$ cat config.mk
export PLATFORM = sky130hd
export DESIGN_NAME = pipe_ctrl_flat
export DESIGN_NICKNAME = d
export VERILOG_FILES = /design/src/rtl/pipe_ctrl_pkg.sv /design/src/rtl/pipe_ctrl_if.sv /design/src/rtl/pipe_ctrl_stall_watchdog.sv /design/src/rtl/pipe_ctrl.sv /design/src/flat_wrapper.sv
export SDC_FILE = /design/constraint.sdc
export NUM_CORES = 1
export LEC_CHECK = 0
export ABC_AREA = 1
export CORE_MARGIN = 2
export CORE_UTILIZATION = 54
export DETAILED_ROUTE_END_ITERATION = 8
export PLACE_DENSITY = 0.85
export SYNTH_ARGS = -nofsm -noshare
export SYNTH_HDL_FRONTEND = slang
export SYNTH_HIERARCHICAL = 1
export SYNTH_SLANG_ARGS = --single-unit
$ cat constraint.sdc
create_clock -name clk -period 5.8 [get_ports clk]
set_input_delay 0.87 -clock clk [delete_from_list [all_inputs] [get_ports clk]]
set_output_delay 0.87 -clock clk [all_outputs]
set_load 0.05 [all_outputs]
$ cat src/rtl/pipe_ctrl_pkg.sv
`default_nettype none
// ============================================================================
// Module      : pipe_ctrl_pkg
// Description : Shared types and constants for the pipeline control unit:
//               controller state encoding, stall vector encodings, the eret
//               exception code and the flush target PC helper.
// Revision    : 1.0 - initial release
// ============================================================================
package pipe_ctrl_pkg;

  // Controller states
  typedef enum logic [0:0] {
    CTRL_RUN        = 1'b0,
    CTRL_FLUSH_WAIT = 1'b1
  } ctrl_state_e;

  // Stall vector encodings: bit0=PC, bit1=IF, bit2=ID, bit3=EX, bit4=MEM, bit5=WB.
  // A stall at stage N freezes that stage and everything upstream of it.
  localparam logic [5:0] C_STALL_NONE = 6'b000000;
  localparam logic [5:0] C_STALL_IF   = 6'b000011;
  localparam logic [5:0] C_STALL_ID   = 6'b000111;
  localparam logic [5:0] C_STALL_EX   = 6'b001111;
  localparam logic [5:0] C_STALL_MEM  = 6'b011111;

  localparam logic [31:0] C_EXC_ERET  = 32'h0000000e;
  localparam logic [31:0] C_ZERO_WORD = 32'h00000000;

  // eret returns to the saved EPC; every other exception enters the vector.
  function automatic logic [31:0] sel_new_pc(input logic [31:0] etype,
                                             input logic [31:0] epc,
                                             input logic [31:0] vec);
    return (etype == C_EXC_ERET) ? epc : vec;
  endfunction

endpackage : pipe_ctrl_pkg
`default_nettype wire

$ cat src/rtl/pipe_ctrl_if.sv
`default_nettype none
// ============================================================================
// Module      : pipe_ctrl_if
// Description : Bundle between the pipeline stages and the control unit.
//               master : pipeline side (drives requests/exception, gets stall)
//               slave  : control unit (consumes requests, drives stall/flush)
//   stallreq_from_if/id/ex/mem : per-stage stall requests
//   excepttype, cp0_epc        : exception code from MEM and forwarded EPC
//   mem_busy                   : non-abandonable data bus transaction
//   stall, flush, new_pc       : pipeline controls
//   stall_timeout              : sticky watchdog flag
// Revision    : 1.0 - initial release
// ============================================================================
interface pipe_ctrl_if;
  logic        stallreq_from_if;
  logic        stallreq_from_id;
  logic        stallreq_from_ex;
  logic        stallreq_from_mem;
  logic [31:0] excepttype;
  logic [31:0] cp0_epc;
  logic        mem_busy;
  logic [5:0]  stall;
  logic        flush;
  logic [31:0] new_pc;
  logic        stall_timeout;

  modport master (
    output stallreq_from_if, stallreq_from_id, stallreq_from_ex,
           stallreq_from_mem, excepttype, cp0_epc, mem_busy,
    input  stall, flush, new_pc, stall_timeout
  );

  modport slave (
    input  stallreq_from_if, stallreq_from_id, stallreq_from_ex,
           stallreq_from_mem, excepttype, cp0_epc, mem_busy,
    output stall, flush, new_pc, stall_timeout
  );
endinterface : pipe_ctrl_if
`default_nettype wire

$ cat src/rtl/pipe_ctrl_stall_watchdog.sv
`default_nettype none
// ============================================================================
// Module      : pipe_ctrl_stall_watchdog
// Description : Counts consecutive stalled cycles and raises a sticky flag
//               once TIMEOUT of them have elapsed.
//   clk, rst          : clock, synchronous active-high reset
//   flush_wait_i      : controller is waiting to flush (counts every cycle)
//   stall_i, flush_i  : current pipeline controls
//   stall_timeout_o   : sticky timeout flag, cleared only by rst
// Revision    : 1.0 - initial release
// ============================================================================
module pipe_ctrl_stall_watchdog
  import pipe_ctrl_pkg::*;
#(
  parameter int unsigned TIMEOUT = 1024
) (
  input  logic       clk,
  input  logic       rst,
  input  logic       flush_wait_i,
  input  logic [5:0] stall_i,
  input  logic       flush_i,
  output logic       stall_timeout_o
);

  localparam logic [15:0] C_WD_LAST = 16'(TIMEOUT - 1);

  logic [15:0] wd_cnt_q, wd_cnt_d;
  logic        timeout_q, timeout_d;
  logic        wd_inc;

  // A deferred flush is a stall episode in its own right, including the
  // flush cycle itself, so FLUSH_WAIT always counts.
  assign wd_inc = flush_wait_i | ((stall_i != C_STALL_NONE) & ~flush_i);

  always_comb begin
    wd_cnt_d  = 16'd0;
    timeout_d = timeout_q;
    if (wd_inc) begin
      wd_cnt_d = (wd_cnt_q == 16'hFFFF) ? wd_cnt_q : wd_cnt_q + 16'd1;
      if (wd_cnt_q == C_WD_LAST) begin
        timeout_d = 1'b1;
      end
    end
  end

  always_ff @(posedge clk) begin
    if (rst) begin
      wd_cnt_q  <= 16'd0;
      timeout_q <= 1'b0;
    end else begin
      wd_cnt_q  <= wd_cnt_d;
      timeout_q <= timeout_d;
    end
  end

  assign stall_timeout_o = timeout_q;

endmodule : pipe_ctrl_stall_watchdog
`default_nettype wire

$ cat src/rtl/pipe_ctrl.sv
`default_nettype none
// ============================================================================
// Module      : pipe_ctrl
// Description : Pipeline control unit. Merges stage stall requests into the
//               stall vector, sequences exception flushes (deferring them
//               while a data bus transaction is outstanding) and hosts the
//               stall watchdog.
//   clk, rst : clock, synchronous active-high reset
//   ctrl_if  : pipe_ctrl_if.slave (requests in, stall/flush/new_pc out)
// Revision    : 1.0 - initial release
// ============================================================================
module pipe_ctrl
  import pipe_ctrl_pkg::*;
#(
  parameter logic [31:0] EXC_VECTOR = 32'h00000020,
  parameter int unsigned TIMEOUT    = 1024
) (
  input  logic         clk,
  input  logic         rst,
  pipe_ctrl_if.slave   ctrl_if
);

  ctrl_state_e state_q, state_d;
  logic [31:0] pend_type_q, pend_type_d;
  logic [31:0] pend_epc_q, pend_epc_d;

  logic [5:0]  stall_comb;
  logic        flush_comb;
  logic [31:0] new_pc_comb;
  logic        timeout_flag;

  always_ff @(posedge clk) begin
    if (rst) begin
      state_q     <= CTRL_RUN;
      pend_type_q <= C_ZERO_WORD;
      pend_epc_q  <= C_ZERO_WORD;
    end else begin
      state_q     <= state_d;
      pend_type_q <= pend_type_d;
      pend_epc_q  <= pend_epc_d;
    end
  end

  always_comb begin
    state_d     = state_q;
    pend_type_d = pend_type_q;
    pend_epc_d  = pend_epc_q;
    stall_comb  = C_STALL_NONE;
    flush_comb  = 1'b0;
    new_pc_comb = C_ZERO_WORD;

    // Outputs are held quiet during reset so nothing downstream moves.
    if (!rst) begin
      case (state_q)
        CTRL_RUN: begin
          if (ctrl_if.excepttype != C_ZERO_WORD) begin
            if (!ctrl_if.mem_busy) begin
              flush_comb  = 1'b1;
              new_pc_comb = sel_new_pc(ctrl_if.excepttype, ctrl_if.cp0_epc,
                                       EXC_VECTOR);
            end else begin
              // Bus cannot be abandoned: freeze everything up to MEM and
              // remember the exception until the transaction retires.
              stall_comb  = C_STALL_MEM;
              pend_type_d = ctrl_if.excepttype;
              pend_epc_d  = ctrl_if.cp0_epc;
              state_d     = CTRL_FLUSH_WAIT;
            end
          end else if (ctrl_if.stallreq_from_mem) begin
            stall_comb = C_STALL_MEM;
          end else if (ctrl_if.stallreq_from_ex) begin
            stall_comb = C_STALL_EX;
          end else if (ctrl_if.stallreq_from_id) begin
            stall_comb = C_STALL_ID;
          end else if (ctrl_if.stallreq_from_if) begin
            stall_comb = C_STALL_IF;
          end
        end

        CTRL_FLUSH_WAIT: begin
          if (ctrl_if.mem_busy) begin
            stall_comb = C_STALL_MEM;
          end else begin
            flush_comb  = 1'b1;
            new_pc_comb = sel_new_pc(pend_type_q, pend_epc_q, EXC_VECTOR);
            state_d     = CTRL_RUN;
          end
        end

        default: state_d = CTRL_RUN;
      endcase
    end
  end

  pipe_ctrl_stall_watchdog #(
    .TIMEOUT (TIMEOUT)
  ) u_watchdog (
    .clk             (clk),
    .rst             (rst),
    .flush_wait_i    (state_q == CTRL_FLUSH_WAIT),
    .stall_i         (stall_comb),
    .flush_i         (flush_comb),
    .stall_timeout_o (timeout_flag)
  );

  assign ctrl_if.stall         = stall_comb;
  assign ctrl_if.flush         = flush_comb;
  assign ctrl_if.new_pc        = new_pc_comb;
  assign ctrl_if.stall_timeout = timeout_flag;

endmodule : pipe_ctrl
`default_nettype wire
$ cat src/flat_wrapper.sv
// flat-port wrapper written by rule: the top's interface ports become plain ports
module pipe_ctrl_flat import pipe_ctrl_pkg::*;
#(
  parameter logic [31:0] EXC_VECTOR = 32'h00000020,
  parameter int unsigned TIMEOUT    = 1024
)
  (clk, rst, ctrl_if_stallreq_from_if, ctrl_if_stallreq_from_id, ctrl_if_stallreq_from_ex, ctrl_if_stallreq_from_mem, ctrl_if_excepttype, ctrl_if_cp0_epc, ctrl_if_mem_busy, ctrl_if_stall, ctrl_if_flush, ctrl_if_new_pc, ctrl_if_stall_timeout);
  pipe_ctrl_if ctrl_if_i ();
  input  logic clk;
  input  logic rst;
  input wire logic [$bits(ctrl_if_i.stallreq_from_if)-1:0] ctrl_if_stallreq_from_if;
  input wire logic [$bits(ctrl_if_i.stallreq_from_id)-1:0] ctrl_if_stallreq_from_id;
  input wire logic [$bits(ctrl_if_i.stallreq_from_ex)-1:0] ctrl_if_stallreq_from_ex;
  input wire logic [$bits(ctrl_if_i.stallreq_from_mem)-1:0] ctrl_if_stallreq_from_mem;
  input wire logic [$bits(ctrl_if_i.excepttype)-1:0] ctrl_if_excepttype;
  input wire logic [$bits(ctrl_if_i.cp0_epc)-1:0] ctrl_if_cp0_epc;
  input wire logic [$bits(ctrl_if_i.mem_busy)-1:0] ctrl_if_mem_busy;
  output wire logic [$bits(ctrl_if_i.stall)-1:0] ctrl_if_stall;
  output wire logic [$bits(ctrl_if_i.flush)-1:0] ctrl_if_flush;
  output wire logic [$bits(ctrl_if_i.new_pc)-1:0] ctrl_if_new_pc;
  output wire logic [$bits(ctrl_if_i.stall_timeout)-1:0] ctrl_if_stall_timeout;
  assign ctrl_if_i.stallreq_from_if = ctrl_if_stallreq_from_if;
  assign ctrl_if_i.stallreq_from_id = ctrl_if_stallreq_from_id;
  assign ctrl_if_i.stallreq_from_ex = ctrl_if_stallreq_from_ex;
  assign ctrl_if_i.stallreq_from_mem = ctrl_if_stallreq_from_mem;
  assign ctrl_if_i.excepttype = ctrl_if_excepttype;
  assign ctrl_if_i.cp0_epc = ctrl_if_cp0_epc;
  assign ctrl_if_i.mem_busy = ctrl_if_mem_busy;
  assign ctrl_if_stall = ctrl_if_i.stall;
  assign ctrl_if_flush = ctrl_if_i.flush;
  assign ctrl_if_new_pc = ctrl_if_i.new_pc;
  assign ctrl_if_stall_timeout = ctrl_if_i.stall_timeout;
  pipe_ctrl #(.EXC_VECTOR(EXC_VECTOR), .TIMEOUT(TIMEOUT)) u_core (.clk(clk), .rst(rst), .ctrl_if(ctrl_if_i));
endmodule
==> results.txt <==
The run finished with clean final reports. The proportion of synthesized flip-flops having asynchronous set or reset came out at 0. The area fraction in compound gates after synthesis came out at 0.106. The ratio of routed vias to standard cells is 5.41. After layout, the minimum clock period comes to 4540 ps.

In the post-synthesis netlist, the biggest area contributors are dfxtp_1 36%, nor2_1 18%, nand2_1 9.8%. The remaining antenna violation count after routing came out at 0. The count of cells in the finished layout, fillers not included, comes to 903. The final weighted congestion of routability-driven global placement is 0.949.

The clock latency reported for the late side of the worst-skew pair came out at 350 ps. The detailed placer's ending HPWL is 8390 µm. The worst slew margin relative to its limit is 0.276. The post-cts resize count is 0.

The critical path is of the input port to primary output type. The routed layout has 4888 vias. Summed over all layers, the routed wires come to 12400 µm.

The number of inserted filler cells in the final layout is 694. The largest total area in the synthesized netlist belongs to dfxtp_1. The final number of hold-violating endpoints was 0. The area overhead of the layout relative to synthesis came out at 27.0%. The count of hold-fix buffers inserted at cts came out at 0. The signal arrival time at the worst endpoint came out at roughly 3700 ps. The total die area is roughly 9100 µm². At the pin with the least slew margin, the transition time is 1080 ps. The most common cell in the synthesized netlist is nor2_1. Pin placement for this block handled between 100 and 150 I/O pins.

Ranked by instance count, the synthesized netlist is headed by 218 x nor2_1, 118 x nand2_1, 82 x dfxtp_1. Power spread over the standard cell area amounts to 229 nW/µm². The adder and majority cell fraction of the synthesized area came out at 0.00277. For this run, the post-layout net count is 865. The synthesized-area fraction occupied by xor and xnor cells is 0.0136. Across the routed clock network, the largest skew measured is roughly 6.6 ps. The capturing instance or port of the critical path is ctrl_if_new_pc[18]. In this run, synthesis produced a sequential element count of 82. The number of flops mapped to enable cells by yosys is 0. The overall die width is 95.4 µm. The fraction of synthesized area in multiplexers is 0. The dominant combinational cell family by area after synthesis is simple AND/OR/NAND/NOR gates. The number of standard cells after synthesis is 710. The slack of the worst reg-to-reg path came out at roughly 2700 ps. The startpoint identified for the worst register-to-register timing path is u_core/state_q$_SDFF_PP0_. The area share of the largest cell type after synthesis came out at 0.364.

The total negative slack is 0 ps. Summed over all layers, the global routing overflow is 0. The launch point of the worst path is ctrl_if_excepttype[14].

The global-route usage over all layers came out at 0.275. The number of buffers inserted to repair setup after CTS is 0. The critical-path maximum fanout came out at 32.

The count of clock tree sinks came out at 82. Clock-pin slew was measured on the worst setup and hold paths at 80 ps. The core area is roughly 8000 µm². The maximum number of pins on one net before global-route repair came out at ~70.

The area of the mapped netlist is 4520 µm². The number of max-capacitance violations reported came out at 0. The max-slew violation total from the final report is 0.

TritonCTS built the clock tree. Timing would allow up to 0.220 GHz. The buffer type at the clock tree root is clkbuf_8. The initial antenna violation count came out at 0. The post-placement worst setup slack came out at 1350 ps. The worst register-to-register path ends at u_core/u_watchdog/wd_cnt_q[0]$_SDFFE_PP0P_. The wire length per cell after detailed routing is about 14 µm. The share of layout cells above drive strength 1 is 0.0564. The number of global-route vias before repair is 4399. The number of placed instances, taps included, is 887.

The number of iterations in the first detailed-routing pass came out at 7. The leakage dissipation came out at 0.00232 µW. The TritonCTS buffer count is 9. The type of element capturing the critical path is a primary output.

At the end of the flow the core is filled with cells to 0.701. Setup violations remaining at the end of the flow were counted as 0. The count of input and output buffers is 109. Setup repair after global routing left no endpoint under its margin. The floorplan has 33 rows.

The maximum buffer depth of the clock tree is 2. The post-synthesis simple-gate area fraction came out at 0.424. The highest ir drop seen on vdd came out at 0.121 mV. The die height came out at 95.4 µm.

The wire length of the first global-routing pass came out at 19800 µm. Among all flip-flop cells after synthesis, the most frequent one is dfxtp_1. The final worst-path cycle share is 0.782. The share of the Yosys chip area taken by registers is 0.364. The final critical-path setup slack came out at approximately 1300 ps. The DRC marker count from the first detailed-route iteration came out at 341. STA classifies the critical path startpoint as an input port.

The depth of the most critical reg-to-reg path came out at 11. The H-tree was split into 3 levels. Hold timing on the final database bottoms out at a slack of 461 ps. The number of antenna cells inserted is 0. The mean post-synth cell area came out at 6.36 µm².

Counting distinct cell types in the post-synthesis netlist gives 29. The number of warnings reported in the yosys synthesis log is 6. The effective utilization at floorplan is 0.552. The path class of the lowest-slack min-delay path is register to register.

The post-detailed-route DRC marker count is 0. The required time of the critical path came out at 4930 ps.
## cell usage in the layout, fill, tap and decap left out, types with 2 or more instances in the layout
master / synthesis / final
inv_2: 5 / 5
conb_1: 1 / 2
buf_4: 8 / 3
nand3_1: 63 / 63
nor2_4: 4 / 4
nor2_2: 5 / 5
nor3_1: 3 / 3
xnor2_1: 7 / 7
o21ai_0: 14 / 14
clkinv_1: 1 / 2
nand2_1: 118 / 118
nand2_2: 6 / 6
inv_6: 1 / 2
a21oi_1: 24 / 24
nor2_1: 218 / 218
nand4_1: 24 / 24
dfxtp_1: 82 / 82
o21ai_1: 53 / 53
inv_1: 32 / 31
bufinv_16: 0 / 2
nand3_2: 3 / 3
clkdlybuf4s50_1: 0 / 109
clkbuf_8: 0 / 9
## worst max-delay path: stages
cell and delay, ps:
clkdlybuf4s50_1 420, nor2_1 130, nand2_1 90, nor2_2 140
nand2_1 100, nor2_4 600, nand3_1 180, nand2_1 140
nand2_1 90, nor2_1 90, clkdlybuf4s50_1 810
## cell type report
class | count | area [µm²] | share of cell area
clock buffers | 10 | 128 | 0.0223
clock inverters | 6 | 90.1 | 0.0157
inverters | 39 | 151 | 0.0264
multi-input cells | 549 | 2480 | 0.432
flip-flops and latches | 82 | 1640 | 0.286
well taps | 105 | 131 | 0.0229
repair buffers | 112 | 1110 | 0.194
## flip-flops by register name (all words and copies together), names as in the netlist
| name | cells |
|---|---|
| u_core/pend_type_q | 32 |
| u_core/u_watchdog/wd_cnt_q | 16 |
| u_core/u_watchdog/stall_timeout_o | 1 |
| u_core/pend_epc_q | 32 |
| u_core/state_q | 1 |
## metrics by stage
stage          power (µW)  instance area (µm²)
2_1_floorplan         775                 4520
3_3_place_gp          857                 5520
3_5_place_dp          866                 5520
4_1_cts              1320                 5730
5_1_grt              1370                 5730
6_report             1310                 5730
## per-layer routing
metal | up-vias | track usage | wire length (µm) | part of all wire
li1 | 2448 | - | - | -
met1 | 2185 | 0.358 | 5340 | 0.43
met2 | 231 | 0.447 | 5800 | 0.47
met3 | 24 | 0.0451 | 969 | 0.078
met4 | 0 | 0.125 | 277 | 0.022
met5 | - | 0 | 0 | 0
## worst min-delay path by stage
stage                                              startpoint                                             end  slack (ps)  cells past startpoint
6_report       u_core/u_watchdog/stall_timeout_o$_SDFFE_PP0P_  u_core/u_watchdog/stall_timeout_o$_SDFFE_PP0P_         460                      2
5_1_grt        u_core/u_watchdog/stall_timeout_o$_SDFFE_PP0P_  u_core/u_watchdog/stall_timeout_o$_SDFFE_PP0P_         490                      2
4_1_cts        u_core/u_watchdog/stall_timeout_o$_SDFFE_PP0P_  u_core/u_watchdog/stall_timeout_o$_SDFFE_PP0P_         460                      2
3_5_place_dp   u_core/u_watchdog/stall_timeout_o$_SDFFE_PP0P_  u_core/u_watchdog/stall_timeout_o$_SDFFE_PP0P_         450                      2
3_3_place_gp   u_core/u_watchdog/stall_timeout_o$_SDFFE_PP0P_  u_core/u_watchdog/stall_timeout_o$_SDFFE_PP0P_         440                      2
2_1_floorplan              u_core/pend_type_q[2]$_SDFFE_PP0P_              u_core/pend_type_q[2]$_SDFFE_PP0P_         450                      2
## cell families after synthesis
logic type / Yosys count
adders and majority gates: 1
AOI/OAI and AO/OA: 93
buffers and inverters: 80
and+or+nand+nor: 446
xor gates and xnor gates: 7
DFF: 82
other: 1
## power breakdown
group / switching [µW] / internal, µW / leakage [µW]
Sequential: 22.4 / 599 / 0.000677
Combinational: 138 / 97.4 / 0.00154
Clock: 213 / 244 / 0.000107
Total: 374 / 940 / 0.00232
Note: power is estimated with default switching activity, not from simulation.
